<file path="config.mk">
export PLATFORM = sky130hd
export DESIGN_NAME = id_ex_stage_reg
export DESIGN_NICKNAME = d
export VERILOG_FILES = /design/src/rtl/id_ex_stage_reg.sv
export SDC_FILE = /design/constraint.sdc
export NUM_CORES = 1
export LEC_CHECK = 0
export BUFFER_PORTS_ARGS = -buffer_cell sky130_fd_sc_hd__buf_2
export CAP_MARGIN = 20
export CELL_PAD_IN_SITES_DETAIL_PLACEMENT = 1
export CELL_PAD_IN_SITES_GLOBAL_PLACEMENT = 2
export CORE_ASPECT_RATIO = 1.75
export CORE_MARGIN = 10
export CORE_UTILIZATION = 27
export CTS_CLUSTER_SIZE = 40
export DETAILED_ROUTE_END_ITERATION = 12
export GPL_ROUTABILITY_DRIVEN = 0
export GPL_TIMING_DRIVEN = 0
export HOLD_SLACK_MARGIN = 0.03
export PLACE_DENSITY = 0.77
export RECOVER_POWER = 100
export REMOVE_ABC_BUFFERS = 1
export SETUP_SLACK_MARGIN = 0.3
export SKIP_CTS_REPAIR_TIMING = 1
export SYNTH_ARGS = -nofsm -noshare
export SYNTH_HDL_FRONTEND = slang
export SYNTH_SLANG_ARGS = --single-unit
</file>
<file path="constraint.sdc">
create_clock -name clk_i -period 7.45 [get_ports clk_i]
set_clock_uncertainty 0.2 [all_clocks]
set_input_delay 0.745 -clock clk_i [delete_from_list [all_inputs] [get_ports clk_i]]
set_output_delay 0.745 -clock clk_i [all_outputs]
set_load 0.1 [all_outputs]
</file>
<file path="src/rtl/id_ex_stage_reg.sv">
// rtl/id_ex_stage_reg.sv - ID/EX pipeline register with load-use stall and bubble insertion
module id_ex_stage_reg #(
  parameter int DATA_W    = 32,
  parameter int RF_ADDR_W = 5
) (
  input  logic                 clk_i,
  input  logic                 rst_i,
  input  logic                 flush_i,
  input  logic                 hold_i,
  input  logic [4:0]           EX_ctrl_i,
  input  logic [1:0]           MEM_ctrl_i,
  input  logic                 WB_ctrl_i,
  input  logic [DATA_W-1:0]    pc_i,
  input  logic [DATA_W-1:0]    rs_data_i,
  input  logic [DATA_W-1:0]    rt_data_i,
  input  logic [DATA_W-1:0]    imm_i,
  input  logic [RF_ADDR_W-1:0] rs_addr_i,
  input  logic [RF_ADDR_W-1:0] rt_addr_i,
  input  logic [RF_ADDR_W-1:0] rd_addr_i,
  output logic [4:0]           EX_ctrl_o,
  output logic [1:0]           MEM_ctrl_o,
  output logic                 WB_ctrl_o,
  output logic [DATA_W-1:0]    pc_o,
  output logic [DATA_W-1:0]    rs_data_o,
  output logic [DATA_W-1:0]    rt_data_o,
  output logic [DATA_W-1:0]    imm_o,
  output logic [RF_ADDR_W-1:0] rs_addr_o,
  output logic [RF_ADDR_W-1:0] rt_addr_o,
  output logic [RF_ADDR_W-1:0] rd_addr_o,
  output logic                 valid_o,
  output logic                 stall_o
);

  logic load_in_ex;
  logic load_use;

  // Both source fields are compared for every opcode; an occasional extra stall is harmless.
  assign load_in_ex = valid_o & MEM_ctrl_o[1] & ~MEM_ctrl_o[0];
  assign load_use   = load_in_ex & (rt_addr_o != '0) &
                      ((rt_addr_o == rs_addr_i) | (rt_addr_o == rt_addr_i));
  assign stall_o    = load_use & ~hold_i & ~flush_i;

  always_ff @(posedge clk_i or posedge rst_i) begin
    if (rst_i) begin
      EX_ctrl_o  <= '0;
      MEM_ctrl_o <= '0;
      WB_ctrl_o  <= 1'b0;
      pc_o       <= '0;
      rs_data_o  <= '0;
      rt_data_o  <= '0;
      imm_o      <= '0;
      rs_addr_o  <= '0;
      rt_addr_o  <= '0;
      rd_addr_o  <= '0;
      valid_o    <= 1'b0;
    end else if (hold_i) begin
      valid_o    <= valid_o;
    end else if (flush_i || stall_o) begin
      // Bubble: zero MEM/WB controls mean no memory access and no register write.
      EX_ctrl_o  <= '0;
      MEM_ctrl_o <= '0;
      WB_ctrl_o  <= 1'b0;
      pc_o       <= '0;
      rs_data_o  <= '0;
      rt_data_o  <= '0;
      imm_o      <= '0;
      rs_addr_o  <= '0;
      rt_addr_o  <= '0;
      rd_addr_o  <= '0;
      valid_o    <= 1'b0;
    end else begin
      EX_ctrl_o  <= EX_ctrl_i;
      MEM_ctrl_o <= MEM_ctrl_i;
      WB_ctrl_o  <= WB_ctrl_i;
      pc_o       <= pc_i;
      rs_data_o  <= rs_data_i;
      rt_data_o  <= rt_data_i;
      imm_o      <= imm_i;
      rs_addr_o  <= rs_addr_i;
      rt_addr_o  <= rt_addr_i;
      rd_addr_o  <= rd_addr_i;
      valid_o    <= 1'b1;
    end
  end

endmodule

</file>
# Yosys cells after proc, flatten, opt, wreduce, memory -nomap -nowiden
# Cells that the tools add are included.
# classes
n_reduce_logical,2
n_bitwise,10
n_eq_ne,2
muxes,11
# op_table
cell,n
$mux W32,4
$mux W5,4
$eq A5 B5 Y1,2
$and A1 B1 Y1,6
$reduce_bool A5 Y1,1
$not A1 Y1,3
$mux W1,2
$mux W2,1
$logic_or A1 B1 Y1,1
$or A1 B1 Y1,1
# totals
in_bits,155
out_inout_bits,153
regBits,152

# Longest topological paths before layout
# logic_depth
depth_word,8
depth_mapped,6
ltp_nobuf,4

# Worst setup path before layout
# No wires, ideal clock.
# synth_timing
path_type,flip-flop to output port
start,register rt_addr_o[0]
end,output stall_o
required_ns,6.505
setup_slack_ns,2.679
arrival_ns,3.826
stages_incl_launch_ff,6
n_path_buf,1
path_cell_list,dfrtp_1 > xnor2_1 > nand3_1 > o22a_1 > clkbuf_1 > nor3_1
# synth_via
elab_chain_cells,5
word_cells_on_any_way,8
# synth_lines
element,line_no,source
from (decl),28,"output logic [RF_ADDR_W-1:0] rt_addr_o,"
from (signal assigned),80,rt_addr_o <= rt_addr_i;
$eq A5 B5 Y1 or $reduce_bool A5 Y1 (tied branches),"40, 39",
$or A1 B1 Y1 or $and A1 B1 Y1 (tied branches),"40, 39",
$and A1 B1 Y1 *,39,assign load_use = load_in_ex & (rt_addr_o != '0) &
$and A1 B1 Y1 * (2 in series),41,assign stall_o = load_use & ~hold_i & ~flush_i;
to (decl),31,output logic stall_o
# Every way passes the cells marked *; elsewhere a longest branch is shown, timed or not.

# Worst setup path after layout
# layout_timing
start,input hold_i
end,output stall_o
# layout_via
elab_chain_cells,3
# layout_lines
element,line_no,source
from (decl),9,"input logic hold_i,"
$not A1 Y1,41,
$and A1 B1 Y1 (2 in series),41,
# No other way between the ends.

==> flow_summary.toml <==
[logic_synthesis]
yosysUniqueCellTypes = 23
synth_warnings = 0
yosysSeqAreaShare_pct = 54.0
syn_inst = 712
ys_seq_elements = 152
synth_edf_count = 0
synth_ff_type = "dfrtp_1"
synth-async-reset-ratio_pct = 100
synth_area_per_cell_um2 = 9.88
netlist_area_um2 = 7040

[timing]
final.period_utilization_pct = 73.3
whs_ns = 0.282
rsz0062_at_grt = "false"
hold_violations = 0
min_period_ns = 5.46
setup-tns-final_ns = 0
max_freq_mhz = 183
slew_headroom_pct = -118
worst_slew_pin_slew_ns = 3.25
drv_slew = 241
setup_violations = 0
worst_slack_ns = 1.99

[floorplan]
start_util_pct = 27.2
row_count = 78
die_x_um = 142
ios = 308
die-area_um2 = 33200
fp.coreArea_um2 = 25900
die_h_um = 234

[routing]
drt-pass1-iter-count = 5
drc = 0
num_vias = 7064
routed_wl_mm = 28.8
routedWlPerCell_um = 22.0
avgViaCountPerCell = 5.40
drt.antenna.violating_nets = 0
drtIter0Drc = 361

[clock_tree]
cts_root_buffer = "clkbuf_16"
clkTransAtPathRegs_ns = 0.06
cts_buffers = 17
clock-sinks = 152
cts_tree = "done"
clock_latency_ns = 0.44
htree_levels = 4
cts_buffer_depth = 2

[min_path]
hp-class = "reg -> reg"

[worst_setup_path]
cp_max_fo = 110
ff2ff_path_depth = 6
end_kind = "output port"
path_class = "in -> out"
regToRegEndpoint = "rt_data_o[17]$_DFFE_PP0N_"
worstSetupEndpoint = "stall_o"
worstReg2RegStart = "rt_addr_o[1]$_DFFE_PP0N_"
r2r_slack_ns = 3.87
arrival_ns = 4.51
startpoint_type = "primary input"
startpoint = "hold_i"
required_ns = 6.50

[place]
dp_slack_ns = 3.53
port_buffers = 307
post_dp_cell_area_um2 = 9090
hpwl_mm = 21.1
dp_cells = 1275

[outcome]
outcome = "complete, but fails checks"
violations = "max-capacitance violations, max-slew violations"

[global_routing]
grt-busiest-layer = "met2"
grtUsageTotal_pct = 17.1
grt_use_met1_pct = 18.1
grt_max_degree = 111
grt_pass1_wl_mm = 44.3
grt_use_met3_pct = 4.58
antenna_found_initial = 2
grt.met2_usage_pct = 31.1
grt_overflow_total = 0
grt_pass1_vias = 7208

[cells_and_area]
seqCellArea_um2 = 3800
finish.utilization_pct = 36.3
mostFrequentLayoutCell = "clkbuf_1"
nFillCells = 3087
syn2layout_area_growth_pct = 33.4
nNetsFinal = 1129
fin_area_um2 = 9390
drive_above_1_share_pct = 20.4
layout_common_cells = "clkbuf_1, dfrtp_1, buf_2, nand2_1, a32oi_1"
multi_input_area_um2 = 2900
layout.cells.non_filler = 1308

[run]
max_cap_viol_count = 4

[power_and_ir_drop]
total_power_mw = 3.15
powerDensity_nw_per_um2 = 335
ir_worst_vdd_uv = 148
p_leak_nw = 3.83
[logic make-up after synthesis]
logic type	share of synthesized area, %
and+or+nand+nor	9.26
AOI/OAI and AO/OA	30.4
buffers and inverters	5.07
DFF	54.0
xor gates and xnor gates	1.24
[Yosys cell counts (2+ instances only)]
| cell type | n | share of area, % |
|---|---|---|
| a21o_1 | 10 | 1.1 |
| a22o_1 | 10 | 1.2 |
| a32oi_1 | 141 | 18 |
| buf_1 | 2 | 0.11 |
| buf_2 | 9 | 0.64 |
| buf_4 | 8 | 0.85 |
| clkbuf_1 | 63 | 3.4 |
| dfrtp_1 | 152 | 54 |
| inv_1 | 2 | 0.11 |
| nand2_1 | 144 | 7.7 |
| nand3_1 | 2 | 0.14 |
| nor3b_1 | 10 | 1.1 |
| o21ai_0 | 106 | 7.5 |
| o21ai_1 | 35 | 2.5 |
| xnor2_1 | 10 | 1.2 |
[how the worst min path moves through the flow]
| stage | to | cells past startpoint | start | slack (ns) |
|---|---|---|---|---|
| 5_1_grt | rd_addr_o[2]$_DFFE_PP0N_ | 2 | rd_addr_o[2]$_DFFE_PP0N_ | 0.31 |
| 6_report | rt_data_o[4]$_DFFE_PP0N_ | 2 | rt_data_o[4]$_DFFE_PP0N_ | 0.28 |
| 3_3_place_gp | EX_ctrl_o[3]$_DFFE_PP0N_ | 2 | EX_ctrl_o[3]$_DFFE_PP0N_ | 0.26 |
| 3_5_place_dp | rd_addr_o[4]$_DFFE_PP0N_ | 2 | rd_addr_o[4]$_DFFE_PP0N_ | 0.27 |
| 4_1_cts | pc_o[17]$_DFFE_PP0N_ | 2 | rst_i | 0.15 |
| 2_1_floorplan | imm_o[27]$_DFFE_PP0N_ | 2 | hold_i | 0.67 |
[sequential cells by signal, indices dropped and copies added, names as in the netlist]
register and flops:
rt_data_o 32, imm_o 32, valid_o 1, pc_o 32, rs_data_o 32, WB_ctrl_o 1
rs_addr_o 5, MEM_ctrl_o 2, EX_ctrl_o 5, rt_addr_o 5, rd_addr_o 5
[worst max-delay path: stages]
cell      delay (ns)
clkbuf_1        1.02
buf_16          0.65
nor4bb_1        0.53
o21ai_4         0.30
nor3_1          0.25
clkbuf_1        0.94
[routing by layer]
layer | vias up | share of wire, %
met2 | 202 | 56
li1 | 3241 | -
met5 | - | 0.059
met3 | 30 | 5.7
met4 | 2 | 2.3
met1 | 3589 | 36
[report_power, final]
part           internal, mW  total [mW]  switching, mW  leakage [nW]
clock network         0.535       0.889          0.355         0.296
logic                 0.175        1.26           1.08          1.66
registers             0.935        1.00         0.0649          1.88
total                  1.64        3.15           1.50          3.83
[area by class of cell]
| cell class | instances | area share [%] |
|---|---|---|
| flip-flops and latches | 152 | 40.5 |
| clock buffers | 24 | 5.35 |
| diodes | 1 | 0.0267 |
| multi-input cells | 476 | 30.9 |
| repair buffers | 325 | 17.9 |
| clock inverters | 8 | 0.987 |
| well taps | 320 | 4.27 |
| inverters | 2 | 0.0933 |
Note: power is estimated with default switching activity, not from simulation.
